--- config.mk ---
export PLATFORM = sky130hd
export DESIGN_NAME = stopwatch_ctrl
export DESIGN_NICKNAME = d
export VERILOG_FILES = /design/src/rtl/stopwatch_pkg.sv /design/src/rtl/btn_edge_detect.sv /design/src/rtl/stopwatch_ctrl.sv
export SDC_FILE = /design/constraint.sdc
export NUM_CORES = 1
export LEC_CHECK = 0
export CORE_ASPECT_RATIO = 1.1
export CORE_MARGIN = 4
export CORE_UTILIZATION = 35
export CTS_CLUSTER_DIAMETER = 30
export CTS_CLUSTER_SIZE = 25
export DETAILED_ROUTE_END_ITERATION = 16
export HOLD_SLACK_MARGIN = 0.03
export PLACE_DENSITY = 0.58
export RECOVER_POWER = 100
export SLEW_MARGIN = 20
export SYNTH_ARGS = -nofsm -noshare
export SYNTH_HDL_FRONTEND = slang
export SYNTH_SLANG_ARGS = --single-unit
--- constraint.sdc ---
create_clock -name clk -period 2.9 [get_ports clk]
set_input_delay 0.58 -clock clk [delete_from_list [all_inputs] [get_ports clk]]
set_output_delay 0.58 -clock clk [all_outputs]
set_load 0.01 [all_outputs]
--- src/rtl/stopwatch_pkg.sv ---
// Shared constants for the stopwatch control stage and the counter chain top level.
package stopwatch_pkg;

  localparam int STATE_W = 2;

  typedef logic [STATE_W-1:0] state_t;

  localparam state_t ST_IDLE    = 2'b00;
  localparam state_t ST_RUNNING = 2'b01;
  localparam state_t ST_PAUSED  = 2'b10;

  localparam int DEFAULT_TICKS_PER_SEC = 100_000_000;

endpackage

--- src/rtl/btn_edge_detect.sv ---
// Rising-edge detector for a synchronized, debounced button level.
// The history register resets high so a button held through reset is not a press.
module btn_edge_detect (
  input  logic clk,
  input  logic rst_n,
  input  logic btn,
  output logic rise
);

  logic btn_q;

  always_ff @(posedge clk or negedge rst_n) begin
    if (!rst_n) begin
      btn_q <= 1'b1;
    end else begin
      btn_q <= btn;
    end
  end

  assign rise = btn & ~btn_q;

endmodule

--- src/rtl/stopwatch_ctrl.sv ---
// Stopwatch FSM and 1 Hz prescaler: turns start/stop/reset presses into
// registered one-cycle enable and clear pulses for the seconds counter.
module stopwatch_ctrl
  import stopwatch_pkg::*;
#(
  parameter int TICKS_PER_SEC = DEFAULT_TICKS_PER_SEC,
  parameter int CNT_W         = (TICKS_PER_SEC > 1) ? $clog2(TICKS_PER_SEC) : 1
) (
  input  logic               clk,
  input  logic               rst_n,
  input  logic               btn_start,
  input  logic               btn_stop,
  input  logic               btn_reset,
  output logic               enable,
  output logic               clear,
  output logic               running,
  output logic [STATE_W-1:0] state
);

  localparam logic [CNT_W-1:0] TICK_LAST = CNT_W'(TICKS_PER_SEC - 1);

  logic             start_edge;
  logic             stop_edge;
  logic             reset_edge;
  state_t           state_nxt;
  logic [CNT_W-1:0] tick_cnt;
  logic [CNT_W-1:0] tick_nxt;
  logic             enable_nxt;
  logic             count_cycle;

  btn_edge_detect u_start_edge (.clk(clk), .rst_n(rst_n), .btn(btn_start), .rise(start_edge));
  btn_edge_detect u_stop_edge  (.clk(clk), .rst_n(rst_n), .btn(btn_stop),  .rise(stop_edge));
  btn_edge_detect u_reset_edge (.clk(clk), .rst_n(rst_n), .btn(btn_reset), .rise(reset_edge));

  // A stop or reset press freezes the prescaler in its own cycle, so a pause
  // landing on the last tick never leaks an enable.
  assign count_cycle = (state == ST_RUNNING) && !stop_edge && !reset_edge;

  always_comb begin
    state_nxt = state;
    if (reset_edge) begin
      state_nxt = ST_IDLE;
    end else begin
      case (state)
        ST_IDLE:    if (start_edge && !stop_edge) state_nxt = ST_RUNNING;
        ST_RUNNING: if (stop_edge)                state_nxt = ST_PAUSED;
        ST_PAUSED:  if (start_edge && !stop_edge) state_nxt = ST_RUNNING;
        default:                                  state_nxt = ST_IDLE;
      endcase
    end
  end

  always_comb begin
    tick_nxt   = tick_cnt;
    enable_nxt = 1'b0;
    if (reset_edge || (state == ST_IDLE)) begin
      tick_nxt = '0;
    end else if (count_cycle) begin
      if (tick_cnt == TICK_LAST) begin
        tick_nxt   = '0;
        enable_nxt = 1'b1;
      end else begin
        tick_nxt = tick_cnt + CNT_W'(1);
      end
    end
  end

  always_ff @(posedge clk or negedge rst_n) begin
    if (!rst_n) begin
      state    <= ST_IDLE;
      tick_cnt <= '0;
      enable   <= 1'b0;
      clear    <= 1'b0;
    end else begin
      state    <= state_nxt;
      tick_cnt <= tick_nxt;
      enable   <= enable_nxt;
      clear    <= reset_edge;
    end
  end

  assign running = (state == ST_RUNNING);

endmodule

# Word level (Yosys, flattened, before mapping)

Cells that the tools add are included.

Register bits after elaboration: 34
Output and inout bits: 5

Eq/ne operators: 5
Reduce and logical (&&, ||, !) cells: 10
Bitwise operators: 6
$add $sub $neg: 1
Muxes and demuxes: 10

Operators by type and width:

| cell                                                 | count |
|---|---|
| two-way mux 27 bit                                   | 3 |
| adder 27 x 1 -> 27 bit (second input constant)       | 1 |
| equality test 27 bit (second input constant)         | 1 |
| two-way mux 2 bit                                    | 3 |
| != test 3 x 1 -> 1 bit (second input constant)       | 2 |
| one-hot mux 2 bit (2 select lines)                   | 1 |
| bitwise AND 1 bit                                    | 3 |
| logical AND 1 bit                                    | 3 |
| two-way mux 1 bit                                    | 3 |
| NOT 1 bit                                            | 3 |
| equality test 2 x 1 -> 1 bit (second input constant) | 1 |
| equality test 2 bit (second input constant)          | 1 |
| logical NOT 1 bit                                    | 2 |
| logical NOT 2 bit                                    | 1 |
| AND reduction 2 bit                                  | 1 |
| nonzero test 2 bit                                   | 1 |
| OR reduction 2 bit                                   | 1 |
| logical OR 1 bit                                     | 1 |

# Logic depth before layout (Yosys ltp)

Gate-level depths: netlist (run 1).

Word-level depth: 7
Mapped depth: 7
Gate-level depth less buffers: 6

# Modules after synthesis

A second synthesis (run 1) with hierarchy kept.

Cells, all modules: 191
Area, all modules: 1841.8 um^2

By module, submodules not included:

| module          | area each (um^2) | times used | cells an instance |
|---|---|---|---|
| stopwatch_ctrl  | 1721.7           | 1          | 185 |
| btn_edge_detect | 40.0             | 3          | 2 |

# Worst setup path before layout (run 1)

No wires, ideal clock.

Path type: register to register
Start point: register tick_cnt[0]
End point: register tick_cnt[4]
Cell stages (with the launch flop): 8
Arrival time: 1.544 ns
Setup slack: 1.238 ns
Clock period less this slack: 1.662 ns
Path buffers: 1
Cells stage by stage: dfrtp_1 > ha_1 > nand3_1 > nor4_4 > a31oi_1 > o21ai_4 > buf_6 > nor2_1

Word-level cells in the longest chain between the ends: 4
Elaborated cells between the ends (all ways): 5

RTL lines:

| element                                                        | line                                       | text |
|---|---|---|
| from (decl)                                                    | stopwatch_ctrl.sv:26                       | `logic [CNT_W-1:0] tick_cnt;` |
| from (signal assigned)                                         | stopwatch_ctrl.sv:76                       | `tick_cnt <= tick_nxt;` |
| adder 27 x 1 -> 27 bit or equality test 27 bit (tied branches) | stopwatch_ctrl.sv:63, stopwatch_ctrl.sv:59 |  |
| two-way mux 27 bit (*)                                         | stopwatch_ctrl.sv:59                       | `if (tick_cnt == TICK_LAST) begin` |
| two-way mux 27 bit (*)                                         | stopwatch_ctrl.sv:58                       | `end else if (count_cycle) begin` |
| two-way mux 27 bit (*)                                         | stopwatch_ctrl.sv:56                       | `if (reset_edge \|\| (state == ST_IDLE)) begin` |

Mark *: on every way between the ends. The rest lies on a longest branch, timed or not. The select of a mux whose other input is x is not followed.
A chain may end at the register's enable or synchronous reset.

# Worst setup path in the final report (run 1)

Start point: register state[1]
End point: output running

Word-level cells in the longest chain between the ends: 1

RTL lines:

| element                      | line                 | text |
|---|---|---|
| from (decl)                  | stopwatch_ctrl.sv:17 | `output logic [STATE_W-1:0] state` |
| from (signal assigned)       | stopwatch_ctrl.sv:75 | `state <= state_nxt;` |
| equality test 2 x 1 -> 1 bit | stopwatch_ctrl.sv:82 | `assign running = (state == ST_RUNNING);` |
| to (decl)                    | stopwatch_ctrl.sv:16 | `output logic running,` |

No other way between the ends.

==> qor.txt, run 1 <==
Post-Syn Area: 0.00179 sq mm
TritonCTS clock tree: done
total gr overflow: 0
Vias: 1379
worst reg-to-reg path cell count: 6
Syn-to-layout area delta: 12.4%
Critical Path End Type: primary output
total nets after synthesis: 189
largest net degree at the start of global routing: 35
Final setup viols: 0
Commonest cells post-synth: 31 x dfrtp_1, 26 x nor2_1, 18 x xor2_1, 15 x nand3_1, 12 x nand2_1
nets@finish: 202
Max-Cap Viols: 0
Post-DRT Antenna Nets: 0
r2r endpoint: tick_cnt[17]
synthesized area per cell: 9.77 sq um
# rows: 27
crit path time final: 2.20 ns
met3 GRT Util: 4.01%
Endpoint, Worst Hold: tick_cnt[26]
Die Wd: 76.1 microns
count of input and output buffers: 9
depth of the worst hold-timing path: 1
Primary FF master, synth: dfrtp_1
power density over the cells: 466 mW/mm^2
#FFs+latches synth: 34
CTS clk-pin slew, worst paths: 0.07 ns
clock skew: 0.00649 ns
Required @ worst endpoint: 2.32 ns
die area: 0.00632 sq mm
GP Congestion: 0.790
initial antenna violation count: 0
Total Neg Setup Slack: 0 ns
Slowest-stage cell, CP: dlygate4sd3_1
first-pass GRT wire length: 6370 microns
Setup crit start kind: flop
global-route usage over all layers: 12.3%
Fin. Hold Viols: 0
reg2reg setup slack: 0.73 ns
WS Path Type: flop to primary output
drt initial violations: 64
postcts setup bufs: 0
vias in the first global route: 1360
worst path buffer plus inverter count: 1
share of cells above drive strength 1: 9.64%
unrepaired setup endpoints after global routing: no
top-area cell type share of the netlist area: 43.4%
crit-path cells: nor2b_1, dlygate4sd3_1
hold path startpoint: tick_cnt[26]
maximum vdd drop: 0.137 mV
total wire length: 3680 microns
crit-path leading delay family: buffers and inverters
IO Count: 10
status: finished clean
post_cts resized: 0
GR peak layer: met2
final cycle utilization of the critical path: 75.9%
Num CTS Buffers: 5
Die Height: 83.0 microns
DR WL/cell: 14.4 microns
M1 GR Usage: 15.5%
Initial Utilization: 36.0%
clock buffer depth: 2
Leakage Power: 0.877 nW
Clock Latency Late Sink: 0.29 ns
CTS H-tree lvls: 2
fin. max-slew vios: 0
first drt pass iteration count: 4
Post-CTS Hold Fix Bufs: 0
worst setup path start: state[1]
HPWL after DPL: 2420 microns
Post-Synthesis Cells: 183
Max-slew headroom: 57.7%
critical path data arrival time: 1.62 ns
count leader, synth: dfrtp_1
drc violations: 0
DR vias/cell: 5.41
Root Driver: clkbuf_8
Core ar.: 0.00497 sq mm
Hold WS: 0.496 ns
# diodes: 0
Worst-Margin Slew: 0.634 ns
FMAX: 454 MHz
YS warnings: 0
Synth async-reset ratio: 100%
number of synthesized flops with an enable pin: 0
Worst R2R Start: tick_cnt[0]
post-synth top area cell: dfrtp_1
Synth cell types: 36
Worst Hold Class: flop to flop
CP Max Fanout: 6
top cells by area, synth: dfrtp_1 43%, xor2_1 8.8%, nor2_1 5.5%
CTS Sinks: 34
M2 GR Usage: 19.9%
Seq/Total Area, Yosys: 47.8%
delay of the slowest cell on the worst path: 0.63 ns
state kept, by name, summed over array words and instances (netlist names):
register / flops
clear: 1
enable: 1
state: 2
tick_cnt: 27
u_reset_edge.btn_q: 1
u_start_edge.btn_q: 1
u_stop_edge.btn_q: 1
power breakdown:
group	total (mW)	switching (mW)	leakage, nW	internal, mW
Clock	0.368	0.177	0.0482	0.192
Sequential	0.489	0.00658	0.462	0.483
Combinational	0.0787	0.0533	0.367	0.0253
Total	0.936	0.237	0.877	0.700
layout make-up:
cell class	count	area, sq um
Fill cell	514	2960
Sequential cell	34	855
Multi-Input combinational cell	136	856
Clock inverter	1	5.00
Timing Repair Buffer	12	109
Tap cell	58	72.6
Inverter	7	26.3
Clock buffer	7	86.3
layer usage:
layer | routed length [microns] | vias to the layer above | part of all wire (%)
met5 | 0 | - | 0
met4 | 39 | 0 | 1.1
met3 | 163 | 7 | 4.4
met2 | 1690 | 23 | 46
met1 | 1800 | 674 | 49
li1 | - | 675 | -
worst max-delay path by stage:
stage / endpoint / slack [ns] / depth (start not counted)
final: running / 0.70 / 2
after floorplan: tick_cnt[4] / 1.24 / 7
after global placement: tick_cnt[25] / 0.64 / 6
after detailed placement: tick_cnt[25] / 0.56 / 6
after global routing: tick_cnt[17] / 0.42 / 6
after CTS: running / 0.73 / 2
worst register-to-register path, cell delays in order, from the launching register on:
cell and delay, ns:
dfrtp_1 0.40, ha_1 0.21, nand3_1 0.11, nor4_1 0.51
a31oi_1 0.22, o21ai_4 0.46, nor2_1 0.12
placed cells by master (no fill, tap or decap), types with 2 or more instances in the layout:
cell	netlist	final
dfrtp_1	31	31
nor2_1	26	26
xor2_1	18	18
nand3_1	15	15
nand2_1	12	12
nand4_1	10	10
a31oi_1	10	10
dlygate4sd3_1	0	9
inv_1	7	7
and3_1	6	6
clkbuf_8	0	6
a21oi_1	5	5
and4_1	4	4
o21ai_0	4	4
dfstp_2	3	3
nand2b_1	2	2
nand4_2	2	2
nor4b_1	2	2
mux2i_1	2	2
clkbuf_1	0	2
buf_4	0	2
cells by family after synthesis:
family                     after synthesis  synth area share (%)
buffers and inverters                   13                  3.50
DFF                                     34                  47.8
xor gates and xnor gates                18                  8.82
and+or+nand+nor                         90                  28.9
muxes                                    2                  1.12
adders and majority gates                1                 0.700
AOI/OAI and AO/OA                       25                  9.17
metrics by stage:
stage	instances	area [sq um]	power [mW]	util [%]	setup slack, ns
after detailed placement	247	1940	0.582	39.0	0.555
after global placement	247	1940	0.581	39.0	0.640
after global routing	255	2010	0.985	40.5	0.425
after floorplan	183	1790	0.545	-	1.24
after CTS	255	2030	0.956	40.8	0.728
final	255	2010	0.936	40.5	0.700
No activity file was read; power rests on OpenSTA's default activity.
==> inputs of run 2 (changes only) <==
- PLACE_DENSITY: 0.58 -> 0.6
- clock period: 2.9 -> 1.8 ns (I/O delays scaled with it)
==> run 2 against run 1 <==
Against the previous run:
- cell area rose by 10%
- clock skew is 0.0040 ns lower
- first-iteration DRC count down 52%
- sequential cell count is the same
- global-route usage increased by 0.088 points
- clock power increased by 55%
- die area unchanged
- total power grew 63%
- cell count up 7.1%
- sequential share of layout area decreased by 3.9 points
- setup slack worse by 0.61 ns
- largest power group unchanged
==> qor.txt, run 2 (same netlist as run 1, synthesis figures left out) <==
count of input and output buffers: 9 (unchanged)
Total Neg Setup Slack: 0 ns (unchanged)
Leakage Power: 1.00 nW (was 0.877 nW)
cell area after layout: 0.00221 sq mm (was 0.00201 sq mm)
total wire length: 3720 microns (was 3680 microns)
Final Power: 1.53 mW (was 0.936 mW)
share of cells above drive strength 1: 19.5% (was 9.64%)
GP Congestion: 0.753 (was 0.790)
die area: 0.00632 sq mm (unchanged)
CTS Sinks: 34 (unchanged)
status: finished clean (unchanged)
Max-slew headroom: 43.0% (was 57.7%)
drt initial violations: 31 (was 64)
first drt pass iteration count: 4 (unchanged)
number of flip-flops under the largest register name: 27 (unchanged)
global-route usage over all layers: 12.4% (was 12.3%)
nets@finish: 220 (was 202)
# diodes: 0 (unchanged)
Root Driver: clkbuf_8 (unchanged)
Hold WS: 0.490 ns (was 0.496 ns)
Worst Hold Class: flop to flop (unchanged)
maximum vdd drop: 0.343 mV (was 0.137 mV)
most common cell after layout, fill and taps aside: dfrtp_1 (unchanged)
TritonCTS clock tree: done (unchanged)
Slowest-stage cell, CP: clkdlybuf4s50_1 (was dlygate4sd3_1)
FMAX: 584 MHz
CTS H-tree lvls: 2 (unchanged)
IO Count: 10 (unchanged)
vias in the first global route: 1316 (was 1360)
largest net degree at the start of global routing: 35 (unchanged)
power density over the cells: 690 mW/mm^2 (was 466 mW/mm^2)
CTS clk-pin slew, worst paths: 0.07 ns (about the same)
critical path data arrival time: 1.35 ns (was 1.62 ns)
Clock Latency Late Sink: 0.28 ns (was 0.29 ns)
postcts setup bufs: 0 (unchanged)
Post-DP Area: 0.00211 sq mm (was 0.00194 sq mm)
HPWL after DPL: 2660 microns (was 2420 microns)
Core ar.: 0.00497 sq mm (unchanged)
Setup crit start kind: flop (unchanged)
worst path buffer plus inverter count: 2 (was 1)
fin. max-slew vios: 0 (unchanged)
CP Max Fanout: 5 (was 6)
Die Wd: 76.1 microns (unchanged)
Max-Cap Viols: 0 (unchanged)
Post-DRT Antenna Nets: 0 (unchanged)
crit path time final: 1.71 ns
DR WL/cell: 13.6 microns (was 14.4 microns)
unrepaired setup endpoints after global routing: no (unchanged)
Worst-Margin Slew: 0.855 ns (was 0.634 ns)
Critical Path End Type: primary output (unchanged)
biggest regs: tick_cnt: 27 flops, state: 2 flops (unchanged)
Final setup viols: 0 (unchanged)
Syn-to-layout area delta: 23.7% (was 12.4%)
total gr overflow: 0 (unchanged)
drc violations: 0 (unchanged)
DR vias/cell: 5.21 (was 5.41)
Required @ worst endpoint: 1.44 ns (was 2.32 ns)
# rows: 27 (unchanged)
Vias: 1422 (was 1379)
crit-path cells: buf_4, clkdlybuf4s50_1 (was nor2b_1, dlygate4sd3_1)
Initial Utilization: 36.0% (unchanged)
WS Path Type: flop to primary output (unchanged)
crit-path leading delay family: buffers and inverters (unchanged)
Biggest register: tick_cnt (unchanged)
first-pass GRT wire length: 6330 microns (was 6370 microns)
final cycle utilization of the critical path: 95.2%
clock skew: 0.00251 ns (was 0.00649 ns)
Die Height: 83.0 microns (unchanged)
Num CTS Buffers: 5 (unchanged)
delay of the slowest cell on the worst path: 0.54 ns (was 0.63 ns)
most frequent cells in the layout: 31 x dfrtp_1, 26 x nor2_1, 18 x xor2_1 (unchanged)
clock buffer depth: 2 (unchanged)
initial antenna violation count: 0 (unchanged)
Fin. Hold Viols: 0 (unchanged)
## run 2: cell types whose count changed in the layout (fill, tap and decap cells not counted), sizes merged
cell,before,now
buf,2,16
dlygate4sd3,9,7
clkdlybuf4s50,0,1
clkdlybuf4s25,0,1
clkbuf,8,12
## run 2: what timing repair did
item	4_1_cts	5_1_grt
pin swaps	0	1
hold buffers	0	0
endpoints found under the setup margin	1	21
resized for setup	1	7
## run 2: layer usage
metal | GRT usage, % | wire (microns) | up-vias
li1 | - | - | 712
met1 | 15.6 | 1750 | 687
met2 | 19.4 | 1770 | 17
met3 | 4.23 | 136 | 6
met4 | 4.77 | 63 | 0
met5 | 0 | 0 | -
## run 2: path summary, 6_finish.rpt
path / end / depth (start not counted) / slack, ns / start
max: state[1] / 2 / 0.09 / state[1]
min: tick_cnt[26] / 1 / 0.49 / tick_cnt[26]
max reg2reg: tick_cnt[2] / 6 / 0.12 / tick_cnt[17]
min reg2reg: tick_cnt[26] / 1 / 0.49 / tick_cnt[26]
max in group asynchronous: tick_cnt[14] / 2 / 0.55 / rst_n
min in group asynchronous: clear / 2 / 0.72 / rst_n
## run 2: power breakdown
group,internal (mW),switching (mW)
combinational,0.0742,0.0953
clock,0.308,0.263
sequential,0.778,0.00701
## run 2: cell type report
class                      count  area (sq um)
inverter                       7          26.3
multi-input combinational    136           906
clock buffer                   7          86.3
fill                         492          2760
clock inverter                 1          5.00
tap                           58          72.6
timing repair buffer          30           260
sequential                    34           855
## run 2: through the flow
stage / util (%) / instances / worst slack, ns
after floorplan: - / 183 / 0.138
after global placement: 42.5 / 265 / -0.0191
after detailed placement: 42.5 / 265 / -0.0493
after CTS: 44.4 / 273 / 0.00123
after global routing: 44.5 / 273 / 0.00425
final: 44.5 / 273 / 0.0864
==> inputs of run 3 (changes only) <==
- CORE_UTILIZATION: 35 -> 25
- PLACE_DENSITY: 0.6 -> 0.48
==> run 3 against run 2 <==
Against the previous run:
- first-iteration DRC count rose by 39%
- sequential power barely moved
- total power increased by 0.77%
- via count increased by 2.1%
- clock skew increased by 0.0078 ns
- count of clock-buffer cells in the layout did not move
- largest power group unchanged
==> qor.txt, run 3 (same netlist as run 1, synthesis figures left out) <==
Leakage Power: 0.982 nW (was 1.00 nW)
Worst-Margin Slew: 0.638 ns (was 0.855 ns)
DR WL/cell: 13.3 microns (was 13.6 microns)
first-pass GRT wire length: 6810 microns (was 6330 microns)
nets@finish: 218 (was 220)
total wire length: 3950 microns (was 3720 microns)
number of flip-flops under the largest register name: 27 (unchanged)
drt initial violations: 43 (was 31)
Setup crit start kind: flop (unchanged)
most frequent cells in the layout: 31 x dfrtp_1, 27 x nor2_1, 18 x xor2_1 (was 31 x dfrtp_1, 26 x nor2_1, 18 x xor2_1)
share of cells above drive strength 1: 16.0% (was 19.5%)
fin. max-slew vios: 0 (unchanged)
total gr overflow: 0 (unchanged)
postcts setup bufs: 0 (unchanged)
worst setup margin: 0.0546 ns (was 0.0864 ns)
Initial Utilization: 25.7% (was 36.0%)
first drt pass iteration count: 4 (unchanged)
Max-slew headroom: 57.5% (was 43.0%)
Setup Slack @ Placement: -0.0625 ns (was -0.0493 ns)
die area: 0.00857 sq mm (was 0.00632 sq mm)
vias in the first global route: 1429 (was 1316)
crit path time final: 1.75 ns (was 1.71 ns)
# diodes: 0 (unchanged)
Fin. Hold Viols: 0 (unchanged)
unrepaired setup endpoints after global routing: no (unchanged)
critical path data arrival time: 1.39 ns (was 1.35 ns)
biggest regs: tick_cnt: 27 flops, state: 2 flops (unchanged)
cell area after layout: 0.00220 sq mm (was 0.00221 sq mm)
DR vias/cell: 4.87 (was 5.21)
maximum vdd drop: 0.275 mV (was 0.343 mV)
power density over the cells: 699 mW/mm^2 (was 690 mW/mm^2)
clock skew: 0.0104 ns (was 0.00251 ns)
drc violations: 0 (unchanged)
largest net degree at the start of global routing: 25 (was 35)
Post-DRT Antenna Nets: 0 (unchanged)
Critical Path End Type: primary output (unchanged)
Worst Hold Class: flop to flop (unchanged)
Biggest register: tick_cnt (unchanged)
Post-DP Area: 0.00212 sq mm (was 0.00211 sq mm)
CTS clk-pin slew, worst paths: 0.07 ns (about the same)
Final setup viols: 0 (unchanged)
most common cell after layout, fill and taps aside: dfrtp_1 (unchanged)
Syn-to-layout area delta: 23.0% (was 23.7%)
FMAX: 573 MHz (was 584 MHz)
Required @ worst endpoint: 1.44 ns (about the same)
HPWL after DPL: 2790 microns (was 2660 microns)
Num CTS Buffers: 5 (unchanged)
Die Height: 96.7 microns (was 83.0 microns)
Core ar.: 0.00697 sq mm (was 0.00497 sq mm)
CTS Sinks: 34 (unchanged)
TritonCTS clock tree: done (unchanged)
final cycle utilization of the critical path: 97.0% (was 95.2%)
count of input and output buffers: 9 (unchanged)
Total Neg Setup Slack: 0 ns (unchanged)
Vias: 1452 (was 1422)
Clock Latency Late Sink: 0.29 ns (was 0.28 ns)
Die Wd: 88.6 microns (was 76.1 microns)
global-route usage over all layers: 10.1% (was 12.4%)
CP Max Fanout: 5 (unchanged)
Max-Cap Viols: 0 (unchanged)
clock buffer depth: 2 (unchanged)
GP Congestion: 0.806 (was 0.753)
initial antenna violation count: 0 (unchanged)
# rows: 32 (was 27)
IO Count: 10 (unchanged)
status: finished clean (unchanged)
WS Path Type: flop to primary output (unchanged)
Root Driver: clkbuf_8 (unchanged)
CTS H-tree lvls: 2 (unchanged)
## run 3: what timing repair did
| item | CTS | global route |
|---|---|---|
| setup endpoints to repair | 1 | 20 |
| resized for setup | 2 | 1 |
| endpoints found under the hold margin | 0 | 0 |
| pin swaps | 0 | 1 |
| hold buffers | 0 | 0 |
## run 3: report_power, final
group          switching, mW  total, mW  internal [mW]
Combinational         0.0982      0.169         0.0707
Clock                  0.277      0.585          0.309
Sequential           0.00578      0.783          0.778
## run 3: path summary, 6_finish.rpt
path	to	slack, ns	depth (start not counted)	start
worst min register to register	tick_cnt[26]	0.49	1	tick_cnt[26]
worst max-delay path	state[1]	0.05	2	state[1]
worst max register to register	tick_cnt[23]	0.11	5	tick_cnt[9]
min in group asynchronous	enable	0.61	2	rst_n
max in group asynchronous	tick_cnt[16]	0.72	2	rst_n
worst min-delay path	tick_cnt[26]	0.49	1	tick_cnt[26]
## run 3: per-layer routing
layer	share of wire (%)	vias up	routed length [microns]	global-route usage, %
met3	4.8	8	190	3.07
met4	1.8	0	71	4.19
met2	46	23	1810	15.2
met5	0	-	0	0
li1	-	710	-	-
met1	47	711	1880	13.3
## run 3: per-stage QoR
| stage | hold WS, ns | power (mW) | utilization [%] | std cells |
|---|---|---|---|---|
| 2_1_floorplan | 0.0644 | 0.878 | - | 183 |
| 3_3_place_gp | 0.485 | 0.980 | 30.4 | 290 |
| 3_5_place_dp | 0.490 | 0.980 | 30.4 | 290 |
| 4_1_cts | 0.399 | 1.57 | 31.7 | 298 |
| 5_1_grt | 0.520 | 1.61 | 31.6 | 298 |
| 6_report | 0.488 | 1.54 | 31.6 | 298 |
## run 3: critical path, stage by stage, from the launching register on
cell             delay [ns]
dfrtp_1                0.35
clkbuf_2               0.19
clkdlybuf4s50_1        0.56
## run 3: final cells by class
type	instances	area, sq um
Clock buffer	7	86.3
Clock inverter	1	5.00
Tap cell	85	106
Sequential cell	34	855
Fill cell	747	4770
Inverter	7	26.3
Multi-Input combinational cell	136	877
Timing Repair Buffer	28	244
